`src/rtl/arb_mux_reg.sv`:
```
// N-channel arbitrating multiplexer: picks one valid requester (round-robin or fixed
// priority) and forwards its data through a single registered output stage.
module arb_mux_reg #(
    parameter int WIDTH    = 32,
    parameter int CHANNELS = 4,
    parameter int RR_MODE  = 1,
    localparam int SEL_W   = $clog2(CHANNELS)
) (
    input  logic                         clk,
    input  logic                         rst_n,
    input  logic [CHANNELS*WIDTH-1:0]    in_data,
    input  logic [CHANNELS-1:0]          in_valid,
    output logic [CHANNELS-1:0]          in_ready,
    output logic [WIDTH-1:0]             out_data,
    output logic [SEL_W-1:0]             out_sel,
    output logic                         out_valid,
    input  logic                         out_ready
);

    logic [WIDTH-1:0]               lane [CHANNELS];
    logic [SEL_W-1:0]               rr_ptr_reg;
    logic [WIDTH-1:0]               out_data_reg;
    logic [SEL_W-1:0]               out_sel_reg;
    logic                           out_valid_reg;

    logic                           load;
    logic                           grant_valid;
    logic [SEL_W-1:0]               grant;
    logic [SEL_W-1:0]               base;
    logic [CHANNELS-1:0]            rot_valid;
    logic [CHANNELS-1:0]            take;
    logic [CHANNELS:0][SEL_W-1:0]   off_chain;
    logic [SEL_W:0]                 sum;

    assign load        = !out_valid_reg || out_ready;
    assign grant_valid = |in_valid;

    // Rotate the request vector so the search always starts at bit 0, then map the
    // winning offset back to a channel index modulo CHANNELS.
    assign base      = (RR_MODE != 0) ? rr_ptr_reg : '0;
    assign rot_valid = CHANNELS'({in_valid, in_valid} >> base);
    assign off_chain[0] = '0;

    genvar gi;
    generate
        for (gi = 0; gi < CHANNELS; gi++) begin : g_chan
            assign lane[gi] = in_data[gi*WIDTH +: WIDTH];

            if (gi == 0) begin : g_first
                assign take[gi] = rot_valid[0];
            end else begin : g_rest
                assign take[gi] = rot_valid[gi] & ~(|rot_valid[gi-1:0]);
            end

            assign off_chain[gi+1] = off_chain[gi] | (take[gi] ? SEL_W'(gi) : '0);
            assign in_ready[gi]    = rst_n & load & grant_valid & (grant == SEL_W'(gi));
        end
    endgenerate

    assign sum   = {1'b0, base} + {1'b0, off_chain[CHANNELS]};
    assign grant = (sum >= (SEL_W+1)'(CHANNELS)) ? SEL_W'(sum - (SEL_W+1)'(CHANNELS))
                                                 : sum[SEL_W-1:0];

    always_ff @(posedge clk or negedge rst_n) begin
        if (!rst_n) begin
            out_valid_reg <= 1'b0;
            out_data_reg  <= '0;
            out_sel_reg   <= '0;
            rr_ptr_reg    <= '0;
        end else if (load) begin
            if (grant_valid) begin
                out_valid_reg <= 1'b1;
                out_data_reg  <= lane[grant];
                out_sel_reg   <= grant;
                rr_ptr_reg    <= (grant == SEL_W'(CHANNELS-1)) ? '0 : grant + SEL_W'(1);
            end else begin
                // Data and select hold so a bubble does not disturb the last beat.
                out_valid_reg <= 1'b0;
            end
        end
    end

    assign out_data  = out_data_reg;
    assign out_sel   = out_sel_reg;
    assign out_valid = out_valid_reg;

endmodule
```
`config.mk`:
```
export PLATFORM = sky130hd
export DESIGN_NAME = arb_mux_reg
export DESIGN_NICKNAME = d
export VERILOG_FILES = /design/src/rtl/arb_mux_reg.sv
export SDC_FILE = /design/constraint.sdc
export NUM_CORES = 1
export LEC_CHECK = 0
export CORE_ASPECT_RATIO = 1.25
export CORE_MARGIN = 5
export CORE_UTILIZATION = 25
export CTS_CLUSTER_SIZE = 40
export DETAILED_ROUTE_END_ITERATION = 8
export DONT_BUFFER_PORTS = 1
export PLACE_DENSITY = 0.49
export SKIP_LAST_GASP = 1
export SYNTH_ARGS = -nofsm -noshare
export SYNTH_HDL_FRONTEND = slang
export SYNTH_SLANG_ARGS = --single-unit
```
`constraint.sdc`:
```
create_clock -name clk -period 2.9 [get_ports clk]
set_input_delay 0.58 -clock clk [delete_from_list [all_inputs] [get_ports clk]]
set_output_delay 0.58 -clock clk [all_outputs]
set_load 0.01 [all_outputs]
```
-- Word level (Yosys, flattened, before mapping)
Index checks and enable logic that the tools add are counted.
- register bits: 37
- input port bits: 135
- output and inout port bits: 39
- logic and storage cells: 44
- $add $sub $neg: 3
- magnitude comparators: 2
- equality and inequality tests: 3
- shifts and indexed selects: 1
- muxes and demuxes: 9
- bitwise logic cells: 15
- reductions and logical operators: 7
- operators with widths (cell ; number):
    binary-select mux 32 bit (select 2 bit) ; 1
    two-way mux 32 bit ; 2
    AND 1 bit ; 9
    two-way mux 2 bit ; 4
    right shift 8 x 2 -> 4 bit ; 1
    greater-or-equal comparator 3 bit, second input constant ; 2
    == test 2 bit, second input constant ; 2
    OR reduction 4 bit ; 1
    adder 2 x 2 -> 3 bit ; 1
    NOT 1 bit ; 3
    NOT 2 -> 3 bit ; 1
    OR reduction 3 bit ; 1
    adder 2 x 1 -> 2 bit, second input constant ; 1
    == test 2 x 1 -> 1 bit, second input constant ; 1
    logical NOT 2 bit ; 1
    two-way mux 1 bit ; 2
    OR 1 x 2 -> 2 bit ; 1
    OR 2 bit ; 1
    AND reduction 2 bit ; 1
    OR reduction 2 bit ; 1
    subtractor 2 x 1 -> 2 bit, second input constant ; 1
    logical NOT 1 bit ; 1
    logical OR 1 bit ; 1

-- Longest topological paths before layout
Gate-level depths: netlist (run 1).
- depth after elaboration: 14
- depth in mapped cells: 12
- gate-level depth less buffers: 9

-- Least setup slack after synthesis (run 1)
Ideal clock, no wire load.
- path type: input to output
- start: input in_valid[3]
- end: output in_ready[2]
- arrival time: 2.425 ns
- data required time: 2.320 ns
- slack: -0.105 ns
- stages: 10
- buffers on the path: 3
- cell sequence: buf_2 o21ai_0 a21oi_1 o31a_1 ha_1 xnor2_1 xnor2_2 buf_2 buf_6 nor3b_1
- longest elaborated chain between the ends: 12
- elaborated cells between the ends (all ways): 22
- classes of those cells: add/sub: 2; order compare: 1; eq/ne: 1; shift: 1; mux: 4; bitwise: 10; reduce/logical: 3
- ends and longest elaborated chain (item ; RTL line ; source):
    start, declared ; 12 ; input logic [CHANNELS-1:0] in_valid,
    right shift 8 x 2 -> 4 bit ; 41 ; assign rot_valid = CHANNELS'({in_valid, in_valid} >> base);
    OR reduction 2 bit ; 52 ; assign take[gi] = rot_valid[gi] & ~(|rot_valid[gi-1:0]);
    NOT 1 bit ; 52 ;
    AND 1 bit ; 52 ;
    two-way mux 2 bit ; 55 ; assign off_chain[gi+1] = off_chain[gi] | (take[gi] ? SEL_W'(gi) : '0);
    OR 1 x 2 -> 2 bit ; 55 ;
    OR 2 bit ; 55 ;
    adder 2 x 2 -> 3 bit ; 60 ; assign sum = {1'b0, base} + {1'b0, off_chain[CHANNELS]};
    greater-or-equal comparator 3 bit / subtractor 2 x 1 -> 2 bit (equally long branches) ; 61 ; assign grant = (sum >= (SEL_W+1)'(CHANNELS)) ? SEL_W'(sum - (SEL_W+1)'(CHANNELS))
    two-way mux 2 bit ; 61 ;
    == test 2 bit ; 56 ; assign in_ready[gi] = rst_n & load & grant_valid & (grant == SEL_W'(gi));
    AND 1 bit * ; 56 ;
    end, declared ; 13 ; output logic [CHANNELS-1:0] in_ready,
Mark *: on every way between the ends. The rest lies on a longest branch, timed or not.

-- Worst setup path after layout (run 1)
- start: register rr_ptr_reg[1], in the netlist base[1]
- end: output in_ready[3]
- longest elaborated chain between the ends: 12
- elaborated cells between the ends (all ways): 20
- classes of those cells: add/sub: 2; order compare: 1; eq/ne: 1; shift: 1; mux: 4; bitwise: 9; reduce/logical: 2
- ends and longest elaborated chain (item ; RTL line ; source):
    start, declared ; 21 ; logic [SEL_W-1:0] rr_ptr_reg;
    start signal, assigned ; 75 ; rr_ptr_reg <= (grant == SEL_W'(CHANNELS-1)) ? '0 : grant + SEL_W'(1);
    right shift 8 x 2 -> 4 bit ; 41 ;
    OR reduction 2 bit ; 52 ;
    NOT 1 bit ; 52 ;
    AND 1 bit ; 52 ;
    two-way mux 2 bit ; 55 ;
    OR 1 x 2 -> 2 bit ; 55 ;
    OR 2 bit ; 55 ;
    adder 2 x 2 -> 3 bit * ; 60 ;
    greater-or-equal comparator 3 bit / subtractor 2 x 1 -> 2 bit (equally long branches) ; 61 ;
    two-way mux 2 bit * ; 61 ;
    == test 2 bit * ; 56 ;
    AND 1 bit * ; 56 ;
Marked as above.

==> flow_summary.toml, run 1 <==
[status]
run_status = "completed"

[setup_path]
worst_setup_path_start_kind = "flip-flop"
timing.critical_path.arrival_ps = 2180
crit_path_max_fanout = 6
critical_path.endpoint_type = "output pin"
worst_case_register_to_register_setup_slack_ps = 270
timing.setup.critical_path_class = "reg -> out"
timing.rr.start = "base[1]"
worst_ep_required_time_ps = 2320
rr_worst_depth = 11
destination_of_the_worst_register_to_register_timing_path = "out_data[30]"

[grt]
grt_overflow = 0
grt_max_degree = 99
number_of_global_route_vias_before_repair = 2059
grt_util_all_layers_pct = 10.45
grt_antenna_before_repair = 0
first_pass_grt_wire_length_microns = 10340

[synth]
ys_async_sr_fraction_pct = 100.0
mapped_nets = 407
yosys_most_used_dff = "sky130_fd_sc_hd__dfrtp_1"
syn_area_per_cell_sq_um = 9.594
netlist-cell-type-count = 31
post_synth_inst_count = 271
synth-seq-area-share_pct = 35.61
yosys_warnings = 0
synthesized_area_sq_um = 2600
synth-seq-cells = 37
number_of_enable_flip_flop_cells_after_synthesis = 0

[timing]
clock-skew-final_ps = 3.380
worstMarginPinSlew_ps = 596.5
final-hold-violation-count = 0
peak_clock_frequency_supported_by_timing_mhz = 361.7
finalSetupViolCount = 0
timing.setup.tns_ps = 0
timing.final.crit_share_pct = 95.34
rsz0062_at_grt = "no"
final_slew_violations = 0
finalCriticalPeriod_ps = 2765
timing.max_slew.rel_slack_pct = 60.24

[cts]
clock-root-buffer = "sky130_fd_sc_hd__clkbuf_16"
worstSkewPairLatency_ps = 280
max_root_sink_buffers = 2
numCtsBuffers = 5
clkSlewWorstSetupHoldPaths_ps = 60
htree_levels = 2
cts.sinks = 37
tritoncts = "built"

[power_and_ir_drop]
power.total_mw = 4.409
p_int_mw = 2.488
p_sw_mw = 1.921
combinationalPowerShare_pct = 62.4
seqPwrFrac_pct = 25.4
vdd.ir_drop.worst_uv = 755.8
pwr-share-clk_pct = 12.3
power_per_cell_area_nw_per_um2 = 1488
sw_frac_of_total_pct = 43.56
leakagePower_nw = 1.298

[detailed_routing]
antenna_violating_nets_post_route = 0
dr_total_vias = 2101
firstDrtPassIters = 4
vias_per_cell = 5.387
drt-wirelength-per-cell_microns = 17.57
routed_wire_length_microns = 6852
remaining_drc_errors = 0
initial_detailed_routing_violation_count = 60

[finish]
design.final.nets = 397
multiInputGateArea_sq_um = 1592
final_layout_size_suffix_gt1_share_pct = 10.34
layout.cells.most_common = "sky130_fd_sc_hd__mux2i_1"
largest_reg_flops = 32
synthToLayoutAreaGrowth_pct = 13.96
register_area_sq_um = 927.1
mostFrequentLayoutCells = "sky130_fd_sc_hd__mux2i_1 (64), sky130_fd_sc_hd__dfrtp_1 (36), sky130_fd_sc_hd__nor2_1 (35), sky130_fd_sc_hd__nor3_1 (32), sky130_fd_sc_hd__a221o_1 (32)"
final_util_pct = 29.17
num_antenna_cells = 0
num-fill-cells = 1077

[die]
die_h_microns = 124.0
core.rowCount = 41
initial_core_util_pct = 25.60
die_area_sq_um = 12550
floorplan.die.width_microns = 101.2
core-area_sq_um = 10160
ports = 174

[placement]
gp_routability_congestion = 0.7020
hpwl_microns = 5017
port_buffers = 0

[hold_path]
hold_path_class = "in -> async"

[run]
drv.max_cap_violation_count = 0
[Yosys cell counts (3+ instances only)]
library cell               number  area share (%)
sky130_fd_sc_hd__a21oi_1        3            0.58
sky130_fd_sc_hd__a221o_1       32              12
sky130_fd_sc_hd__buf_2          6             1.2
sky130_fd_sc_hd__clkbuf_1      18             2.6
sky130_fd_sc_hd__dfrtp_1       37              36
sky130_fd_sc_hd__mux2i_1       64              25
sky130_fd_sc_hd__nand2_1       12             1.7
sky130_fd_sc_hd__nor2_1        35             5.1
sky130_fd_sc_hd__nor3_1        33             6.4
sky130_fd_sc_hd__nor3b_1        4             1.2
sky130_fd_sc_hd__xnor2_1        4             1.3
[cell families after synthesis]
kind of cell / count (synthesis) / synth area share, %
simple gates: 90 / 16.03
mux: 64 / 24.64
compound gates: 44 / 16.22
flops: 37 / 35.61
buf+inv: 30 / 5.053
xor+xnor: 5 / 1.973
fa+ha+maj: 1 / 0.4812
[worst max-delay path by stage]
stage                           start          end  slack [ps]  depth (start not counted)
after floorplan           in_valid[3]  in_ready[3]          30                         10
after global placement    in_valid[0]  in_ready[0]         220                          9
after detailed placement  in_valid[0]  out_data[0]         190                         11
after CTS                     base[1]  in_ready[0]          30                          8
after global routing          base[1]  in_ready[2]           8                          8
final                         base[1]  in_ready[3]         140                          8
[worst max-delay path: stages (launching register included)]
cell and delay [ps]:
sky130_fd_sc_hd__dfrtp_2 440, sky130_fd_sc_hd__o21ai_1 140, sky130_fd_sc_hd__a21oi_1 80, sky130_fd_sc_hd__o31a_1 310, sky130_fd_sc_hd__ha_4 170, sky130_fd_sc_hd__xnor2_1 120, sky130_fd_sc_hd__buf_4 150, sky130_fd_sc_hd__xnor2_4 230
sky130_fd_sc_hd__and4_4 270
[power groups by stage]
stage / logic, mW / registers (mW) / clock network [mW]
after floorplan: 2.27 / 1.03 / 0
after global placement: 2.62 / 1.13 / 0
after detailed placement: 2.70 / 1.13 / 0
after CTS: 2.71 / 1.13 / 0.569
after global routing: 3.03 / 1.15 / 0.584
final: 2.75 / 1.12 / 0.540
[metrics by stage]
| step | worst slack, ps | hold slack, ps | cell area, sq um | cells |
|---|---|---|---|---|
| 2_1_floorplan | 28.62 | 284.4 | 2614 | 271 |
| 3_3_place_gp | 216.1 | 285.7 | 2763 | 379 |
| 3_5_place_dp | 185.6 | 285.6 | 2763 | 379 |
| 4_1_cts | 28.50 | 141.3 | 2925 | 387 |
| 5_1_grt | 7.958 | 155.5 | 2963 | 390 |
| 6_report | 135.2 | 134.4 | 2963 | 390 |
[final cells by class]
type | instances | share of cell area [%]
Tap cell | 129 | 5.448
Clock buffer | 7 | 4.814
Sequential cell | 37 | 31.29
Inverter | 2 | 0.2534
Timing Repair Buffer | 11 | 4.476
Multi-Input combinational cell | 204 | 53.72
[layer usage]
layer / up-vias / track usage [%] / wire (microns)
met1: 990 / 11.73 / 2597
met3: 7 / 3.585 / 627
met4: 0 / 3.990 / 109
li1: 999 / - / -
met2: 105 / 18.13 / 3518
met5: - / 0 / 0
[what timing repair did]
| item | in CTS | in global routing |
|---|---|---|
| setup buffers | 0 | 3 |
| hold endpoints to repair | 37 | 0 |
| hold buffers | 1 | 0 |
| resized for setup | 0 | 5 |
| setup endpoints to repair | 0 | 4 |
Note: power is estimated with default switching activity, not from simulation.
==> inputs of run 2 (changes only) <==
- CTS_CLUSTER_DIAMETER: unset -> 150
- PLACE_DENSITY: 0.49 -> 0.47
- clock period: 2.9 -> 3.42 ns (I/O delays scaled with it)
==> run 2 against run 1 <==
Cell area fell by 2.9%. First-iteration DRC count decreased by 32%. Setup slack improved by 95 ps. Flip-flop and latch count stayed put. Sequential power decreased by 15%. Combinational power shrank 21%. Routed wire length is 0.76% higher. Core utilization decreased by 0.85 points. Global-route usage about the same. Critical path type unchanged.
==> flow_summary.toml, run 2 (synthesis gave the netlist of run 1 again) <==
[power_and_ir_drop]
pwr-share-clk_pct = 12.8
vdd.ir_drop.worst_uv = 598.9
leakagePower_nw = 1.258
p_sw_mw = 1.595
sw_frac_of_total_pct = 44.61
power_per_cell_area_nw_per_um2 = 1243
combinationalPowerShare_pct = 60.6
seqPwrFrac_pct = 26.6
p_int_mw = 1.980

[grt]
first_pass_grt_wire_length_microns = 10360
grt_overflow = 0
grt_use_met3_pct = 3.193
met2_layer_usage_reported_by_global_route_pct = 17.47
number_of_global_route_vias_before_repair = 1998
grt_antenna_before_repair = 0
grt_busiest_layer = "met2"
grt_max_degree = 51
grt_use_met1_pct = 12.51
grt_util_all_layers_pct = 10.45

[detailed_routing]
vias_per_cell = 5.301
dr_total_vias = 2046
drt-wirelength-per-cell_microns = 17.89
antenna_violating_nets_post_route = 0
initial_detailed_routing_violation_count = 41
routed_wire_length_microns = 6904
firstDrtPassIters = 4
remaining_drc_errors = 0

[setup_path]
timing.setup.critical_path_class = "reg -> out"
worst_case_register_to_register_setup_slack_ps = 700
crit_path_max_fanout = 12
critPathTopFamily = "compound AO/OA/AOI/OAI gates"
critPathMaxStageDelay_ps = 510
cp_cell_sequence = "o21ai_0, a21oi_1, o31a_1, ha_4, xnor2_1, xnor2_4, nor3b_1, buf_4"
worst_ep_required_time_ps = 2740
rr_worst_depth = 9
worst_setup_path_start_kind = "flip-flop"
timing.critical_path.arrival_ps = 2510
worstPathBufferInverterCount = 1
critical_path.endpoint_type = "output pin"
cell_with_the_largest_stage_delay_on_the_worst_path = "sky130_fd_sc_hd__dfrtp_1"
timing.rr.start = "base[1]"
destination_of_the_worst_register_to_register_timing_path = "out_data[31]"

[cts]
postCtsResizedCells = 0
numCtsBuffers = 5
cts.sinks = 37
tritoncts = "built"
postCtsHoldBufs = 0
clock-root-buffer = "sky130_fd_sc_hd__clkbuf_16"
worstSkewPairLatency_ps = 280
htree_levels = 2
post-cts-setup-buffers = 0
clkSlewWorstSetupHoldPaths_ps = 60
max_root_sink_buffers = 2

[finish]
num_antenna_cells = 0
num-fill-cells = 1072
largest_reg_flops = 32
synthToLayoutAreaGrowth_pct = 10.64
mostFrequentLayoutCells = "sky130_fd_sc_hd__mux2i_1 (64), sky130_fd_sc_hd__dfrtp_1 (37), sky130_fd_sc_hd__nor2_1 (35), sky130_fd_sc_hd__nor3_1 (33), sky130_fd_sc_hd__a221o_1 (32)"
final_layout_size_suffix_gt1_share_pct = 7.004
final_util_pct = 28.32
design.final.nets = 393
layout.cells.most_common = "sky130_fd_sc_hd__mux2i_1"

[timing]
finalCriticalPeriod_ps = 3189
final-hold-violation-count = 0
rsz0062_at_grt = "no"
finalSetupViolCount = 0
final_slew_violations = 0
peak_clock_frequency_supported_by_timing_mhz = 313.5
worstMarginPinSlew_ps = 574.0
setup_slack_ps = 230.6
timing.final.crit_share_pct = 93.26
timing.max_slew.rel_slack_pct = 61.38
clock-skew-final_ps = 5.049
timing.setup.tns_ps = 0

[hold_path]
hold_path_class = "in -> async"

[die]
core-area_sq_um = 10160
die_area_sq_um = 12550
ports = 174
die_h_microns = 124.0
core.rowCount = 41
floorplan.die.width_microns = 101.2
initial_core_util_pct = 25.60

[placement]
hpwl_microns = 5248
worst_setup_slack_before_clock_tree_synthesis_ps = 367.3
gp_routability_congestion = 0.7311
port_buffers = 0

[run]
drv.max_cap_violation_count = 0

[status]
run_status = "completed"
run 2: layout make-up:
type / count / area, sq um / share of cell area (%)
clock buffers: 7 / 142.6 / 4.959
inverters: 2 / 7.507 / 0.2610
multi-input cells: 204 / 1574 / 54.72
flip-flops and latches: 37 / 925.9 / 32.19
well taps: 129 / 161.4 / 5.611
repair buffers: 7 / 65.06 / 2.262
run 2: layer usage:
metal	vias to the layer above	share of wire [%]
met5	-	0
met2	102	49
li1	993	-
met3	9	9.1
met4	0	1.7
met1	942	40
run 2: worst max-delay path by stage:
| stage | start | end | slack, ps | cells past startpoint |
|---|---|---|---|---|
| 2_1_floorplan | in_valid[3] | in_ready[2] | 210 | 10 |
| 3_3_place_gp | in_valid[0] | in_ready[1] | 410 | 9 |
| 3_5_place_dp | in_valid[0] | in_ready[2] | 370 | 9 |
| 4_1_cts | base[1] | in_ready[2] | 220 | 8 |
| 5_1_grt | base[1] | in_ready[2] | 90 | 8 |
| 6_report | base[1] | in_ready[2] | 230 | 8 |
run 2: power by group through the flow:
| stage | sequential, mW | combinational (mW) | clock, mW |
|---|---|---|---|
| floorplan | 0.876 | 1.90 | 0 |
| finish | 0.949 | 2.17 | 0.459 |
| CTS | 0.959 | 2.20 | 0.485 |
| global route | 0.980 | 2.38 | 0.496 |
| global placement | 0.965 | 2.14 | 0 |
| detailed placement | 0.962 | 2.20 | 0 |
run 2: through the flow:
stage	std cells	instance area [sq um]	power, mW	hold WS [ps]
final	386	2877	3.575	96.74
after global routing	386	2877	3.861	79.64
after CTS	386	2877	3.646	84.65
after detailed placement	379	2734	3.161	389.7
after global placement	379	2734	3.104	390.0
after floorplan	271	2600	2.775	388.4
run 2: worst register-to-register path: cells and delay by family (launching register included):
family | cells | cell delay [ps]
fa+ha+maj | 1 | 180
buf+inv | 1 | 360
xor+xnor | 2 | 530
compound gates | 4 | 910
simple gates | 1 | 120
flops | 1 | 510
